--- config.mk ---
export PLATFORM = sky130hd
export DESIGN_NAME = mac_rx
export DESIGN_NICKNAME = d
export VERILOG_FILES = /design/src/rtl/mac_rx.sv
export SDC_FILE = /design/constraint.sdc
export NUM_CORES = 1
export LEC_CHECK = 0
export ABC_AREA = 0
export CORE_AREA = 3 3 111 113
export DETAILED_ROUTE_END_ITERATION = 10
export DIE_AREA = 0 0 114 116
export PLACE_DENSITY = 0.75
export SYNTH_ARGS = -nofsm -noshare
export SYNTH_HDL_FRONTEND = slang
export SYNTH_SLANG_ARGS = --single-unit
--- constraint.sdc ---
create_clock -name clk -period 2.5 [get_ports clk]
set_clock_uncertainty 0.05 [all_clocks]
set_input_delay 0.375 -clock clk [delete_from_list [all_inputs] [get_ports clk]]
set_output_delay 0.375 -clock clk [all_outputs]
set_load 0.005 [all_outputs]
--- src/rtl/mac_rx.sv ---
// Receive framer: finds preamble/SFD in the PHY nibble stream, assembles bytes,
// checks the FCS and presents the payload with last/error flags.
module mac_rx #(
    parameter int unsigned MIN_LEN = 64,
    parameter int unsigned MAX_LEN = 1518
) (
    input  logic       clk,
    input  logic       rst,
    input  logic [3:0] phy_rxd,
    input  logic       phy_rxctl,
    output logic [7:0] m_data,
    output logic       m_valid,
    output logic       m_last,
    output logic       m_err,
    output logic       frame_ok,
    output logic       frame_err
);

    localparam int unsigned CW          = $clog2(MAX_LEN + 2);
    localparam logic [31:0] CRC_POLY    = 32'hEDB88320;
    localparam logic [31:0] CRC_RESIDUE = 32'hDEBB20E3;

    typedef enum logic [1:0] {DROP, IDLE, PREAMBLE, DATA} state_t;

    function automatic logic [31:0] crc_byte(input logic [31:0] crc, input logic [7:0] b);
        logic [31:0] c;
        c = crc ^ {24'h0, b};
        for (int unsigned i = 0; i < 8; i++)
            c = c[0] ? ((c >> 1) ^ CRC_POLY) : (c >> 1);
        return c;
    endfunction

    state_t          r_state, w_state_nxt;
    logic            r_odd;
    logic [3:0]      r_lo;
    logic [CW-1:0]   r_cnt;
    logic [31:0]     r_crc;
    logic [7:0]      r_dl [0:4];
    logic [2:0]      r_dl_cnt;
    logic            r_emitted;

    logic            w_byte_done, w_over, w_full, w_bad, w_sfd;
    logic [7:0]      w_byte;
    logic [CW-1:0]   w_cnt_nxt;
    logic            w_valid, w_last, w_err, w_ok, w_ferr;

    assign w_byte_done = (r_state == DATA) && phy_rxctl && r_odd;
    assign w_byte      = {phy_rxd, r_lo};
    assign w_cnt_nxt   = r_cnt + CW'(1);
    assign w_over      = (w_cnt_nxt == CW'(MAX_LEN + 1));
    assign w_full      = (r_dl_cnt == 3'd5);
    assign w_bad       = r_odd || (r_cnt < CW'(MIN_LEN)) || (r_crc != CRC_RESIDUE);

    always_ff @(posedge clk) begin
        if (rst) r_state <= DROP;
        else     r_state <= w_state_nxt;
    end

    always_comb begin
        w_state_nxt = r_state;
        w_valid     = 1'b0;
        w_last      = 1'b0;
        w_err       = 1'b0;
        w_ok        = 1'b0;
        w_ferr      = 1'b0;
        w_sfd       = 1'b0;
        case (r_state)
            DROP: if (!phy_rxctl) w_state_nxt = IDLE;
            IDLE: if (phy_rxctl) w_state_nxt = (phy_rxd == 4'h5) ? PREAMBLE : DROP;
            PREAMBLE: begin
                if (!phy_rxctl)
                    w_state_nxt = IDLE;
                else if (phy_rxd == 4'hD) begin
                    w_state_nxt = DATA;
                    w_sfd       = 1'b1;
                end else if (phy_rxd != 4'h5)
                    w_state_nxt = DROP;
            end
            DATA: begin
                if (!phy_rxctl) begin
                    w_state_nxt = IDLE;
                    if (w_full) begin
                        w_valid = 1'b1;
                        w_last  = 1'b1;
                        w_err   = w_bad;
                        w_ok    = !w_bad;
                        w_ferr  = w_bad;
                    end else
                        w_ferr = 1'b1;
                end else if (w_byte_done) begin
                    // Overlength replaces the normal emission of the oldest byte.
                    if (w_over) begin
                        w_state_nxt = DROP;
                        w_ferr      = 1'b1;
                        if (r_emitted) begin
                            w_valid = 1'b1;
                            w_last  = 1'b1;
                            w_err   = 1'b1;
                        end
                    end else if (w_full)
                        w_valid = 1'b1;
                end
            end
            default: w_state_nxt = DROP;
        endcase
    end

    always_ff @(posedge clk) begin
        if (rst) begin
            m_data    <= '0;
            m_valid   <= 1'b0;
            m_last    <= 1'b0;
            m_err     <= 1'b0;
            frame_ok  <= 1'b0;
            frame_err <= 1'b0;
            r_odd     <= 1'b0;
            r_lo      <= '0;
            r_cnt     <= '0;
            r_crc     <= '0;
            r_dl_cnt  <= '0;
            r_emitted <= 1'b0;
            for (int unsigned i = 0; i < 5; i++) r_dl[i] <= '0;
        end else begin
            m_valid   <= w_valid;
            m_last    <= w_last;
            m_err     <= w_err;
            frame_ok  <= w_ok;
            frame_err <= w_ferr;
            if (w_valid) begin
                m_data    <= r_dl[4];
                r_emitted <= 1'b1;
            end
            if (w_sfd) begin
                r_odd     <= 1'b0;
                r_cnt     <= '0;
                r_crc     <= '1;
                r_dl_cnt  <= '0;
                r_emitted <= 1'b0;
            end else if (r_state == DATA && phy_rxctl) begin
                if (!r_odd) begin
                    r_lo  <= phy_rxd;
                    r_odd <= 1'b1;
                end else begin
                    r_odd   <= 1'b0;
                    r_crc   <= crc_byte(r_crc, w_byte);
                    r_cnt   <= w_cnt_nxt;
                    r_dl[0] <= w_byte;
                    for (int unsigned i = 1; i < 5; i++) r_dl[i] <= r_dl[i-1];
                    if (!w_full) r_dl_cnt <= r_dl_cnt + 3'd1;
                end
            end
        end
    end

endmodule

==> reports/results.ini <==
[sta]
fin_crit_ns=2.29
fin_ws_ns=0.206
timing.fmax_mhz=436
tightest_slew_ns=0.560
timing.setup.tns_ns=0
finalSetupViolations=0
min_period_over_period_pct=91.7
timing.final.max_slew_violations=0
final_hold_viol_count=0
relSlewSlack_pct=62.5
rsz0062_at_grt=false

[clocking]
cts.sinks=107
cts_tree=yes
cts_hold_buffers=0
max-clock-path-buffers=2
clk_pin_slew_ns=0.07
cts_buffers=9
clock_latency_ns=0.35
root_buffer=clkbuf_16
htreeDepth=3

[drt]
drt-initial-drc-count=224
dr.pass1.iters=4
drtAntennaViolNets=0
vias_per_cell=5.11
wl_per_cell_um=14.6
drc=0
vias=3250
wl_mm=9.30

[placed_design]
dp_hpwl_mm=6.44
pre_cts_ws_ns=0.0686
io_buffers=19
gp_congestion=0.903

[worst_setup_path]
crit_chain=or4b_1 -> nor3_1 -> o21ai_1 -> nor4_1 -> buf_4 -> a21oi_1 -> a21oi_1 -> nor2_1
crit_family=simple AND/OR/NAND/NOR gates
path_max_fanout=3
critPathBufInv=1
crit_path_end_kind=flop
crit_path_frequent_cell=a21oi_1
cp_data_required_time_ns=2.69
slowest_delay_ns=0.56
regToRegSetupSlack_ns=0.21
cpMaxStageDelayCell=or4b_1
crit_type=reg -> reg
crit_arrival_ns=2.48
cp-start-kind=flop

[grt]
grt_busiest_layer=met2
antenna_found_initial=0
grt_use_met1_pct=20.2
use_met3_pct=3.66
track_usage_pct=14.9
overflow=0
use_met2_pct=23.9
grt_pass1_wl_mm=15.7
grt_max_degree=41
grt_pass1_vias=3081

[logic_synthesis]
mappedNetlistNets=471
yosysUniqueCellTypes=55
ys_seq_area_share_pct=50.1
syn-cell-area_um2=5070
ys_ff_latch=107
synth_enable_flop_cells=40
syn_inst=460
yosys_warnings=0
syn_area_per_cell_um2=11.0
synthFlopType=dfxtp_1
async_reset_ff_share_pct=0

[pwr]
power-per-cell-area_nw_per_um2=594
finalPower_mw=3.45
leakage_nw=2.00
ir_drop_v=0.000403

[outcome]
outcome=completed

[die]
floorplan.rows=39
die_w_um=114
io_pins=20
fp.dieArea_um2=13200
start_util_pct=44.4
core-area_um2=11400
chipHeight_um=116

[finish]
final_core_util_pct=50.9
num_antenna_cells=0
fill_cells=997
fin_nets=499
synthToLayoutAreaGrowth_pct=14.6
drive_above_1_share_pct=13.0

[worst_hold_path]
hp-class=reg -> reg

[job]
drv_cap=0

[cell type report]
class	count	area [um2]	area share [%]
flip-flops and latches	107	2540	43.7
multi-input cells	325	2410	41.4
clock inverters	6	65.1	1.12
repair buffers	40	373	6.41
clock buffers	10	229	3.94
inverters	5	18.8	0.323
well taps	143	179	3.08
[placed cells by master (no fill, tap or decap), types with 3 or more instances in the layout]
cell | synthesis | final
a211oi_1 | 26 | 26
a21oi_1 | 10 | 10
and2_1 | 41 | 41
buf_4 | 1 | 19
clkbuf_16 | 0 | 9
clkdlybuf4s50_1 | 0 | 19
dfxtp_1 | 67 | 66
edfxtp_1 | 40 | 40
ha_1 | 4 | 4
inv_1 | 5 | 5
mux2i_1 | 12 | 12
nand2_1 | 13 | 13
nand2b_1 | 16 | 15
nand3_1 | 8 | 8
nand4_1 | 7 | 7
nor2_1 | 58 | 58
nor3_1 | 3 | 3
o22ai_1 | 8 | 8
or2b_2 | 3 | 3
xnor2_1 | 46 | 46
xnor2_2 | 7 | 7
xnor2_4 | 5 | 5
xor2_1 | 24 | 24
[per-layer routing]
metal  vias up  part of all wire, %
met1      1549                   47
li1       1624                    -
met4         0                  1.4
met5         -                    0
met2        65                   47
met3        12                  4.5
[cell families (layout without fill, tap and decap cells)]
kind of cell             count (synthesis)  after routing  synth area share, %
AND/OR/NAND/NOR                        170            170                 18.3
multiplexers                            13             13                 2.66
flip-flops                             107            107                 50.1
adder cells (fa/ha/maj)                  4              4                0.986
XOR/XNOR                                84             84                 17.9
AO/OA/AOI/OAI                           54             54                 7.52
buffers and inverters                   28             61                 2.56
[worst register-to-register path: stages (launching register included)]
cell     delay, ns
dfxtp_1       0.36
or4b_1        0.56
nor3_1        0.18
o21ai_1       0.14
nor4_1        0.46
buf_4         0.21
a21oi_1       0.06
a21oi_1       0.11
nor2_1        0.05
[registers in the layout, indices dropped and copies added (netlist names)]
register / cells
r_dl: 40
r_crc: 32
r_cnt: 11
m_data: 8
r_lo: 4
r_dl_cnt: 3
r_state: 2
frame_err: 1
frame_ok: 1
m_err: 1
m_last: 1
m_valid: 1
r_emitted: 1
r_odd: 1
[Yosys cell counts (2+ instances only)]
library cell / number / area share (%)
nand2_1: 13 / 0.96
ha_1: 4 / 0.99
mux2i_1: 12 / 2.4
a211oi_1: 26 / 3.8
nor2b_1: 2 / 0.25
xnor2_1: 46 / 7.9
nor3b_1: 2 / 0.30
o22ai_1: 8 / 0.99
or4_1: 2 / 0.30
o21ai_1: 2 / 0.20
a21oi_1: 10 / 0.99
nand3_1: 8 / 0.79
nor3_1: 3 / 0.30
o21ai_0: 2 / 0.20
inv_1: 5 / 0.37
xnor2_4: 5 / 2.7
nand4_1: 7 / 0.86
clkbuf_1: 17 / 1.3
nor2_1: 58 / 4.3
xor2_1: 24 / 4.1
nor2_2: 2 / 0.25
nand2b_1: 16 / 2.0
dfxtp_1: 67 / 26
xnor2_2: 7 / 2.2
or2b_2: 3 / 0.52
and2_1: 41 / 5.1
edfxtp_1: 40 / 24
[path summary, 6_finish.rpt]
check / from / end / depth (start not counted)
max: r_crc[12] / frame_err / 8
min: m_data[2] / m_data[2] / 2
max reg2reg: r_crc[12] / frame_err / 8
min reg2reg: m_data[2] / m_data[2] / 2
[power by group]
group / leakage, nW / internal [mW] / switching, mW
sequential: 0.953 / 1.83 / 0.0100
clock: 0.139 / 0.778 / 0.622
combinational: 0.912 / 0.0986 / 0.119
total: 2.00 / 2.70 / 0.750
[timing repair]
item                                    4_1_cts  5_1_grt
endpoints found under the setup margin        0        8
gates resized for setup                       0        1
setup buffers                                 0        1
[metrics by stage]
| stage | cell area [um2] | hold WS [ns] | instances |
|---|---|---|---|
| 3_3_place_gp | 5510 | 0.409 | 619 |
| 2_1_floorplan | 5070 | 0.413 | 460 |
| 5_1_grt | 5820 | 0.446 | 636 |
| 6_report | 5820 | 0.427 | 636 |
| 4_1_cts | 5810 | 0.430 | 635 |
| 3_5_place_dp | 5510 | 0.418 | 619 |
No activity file was read; power rests on OpenSTA's default activity.
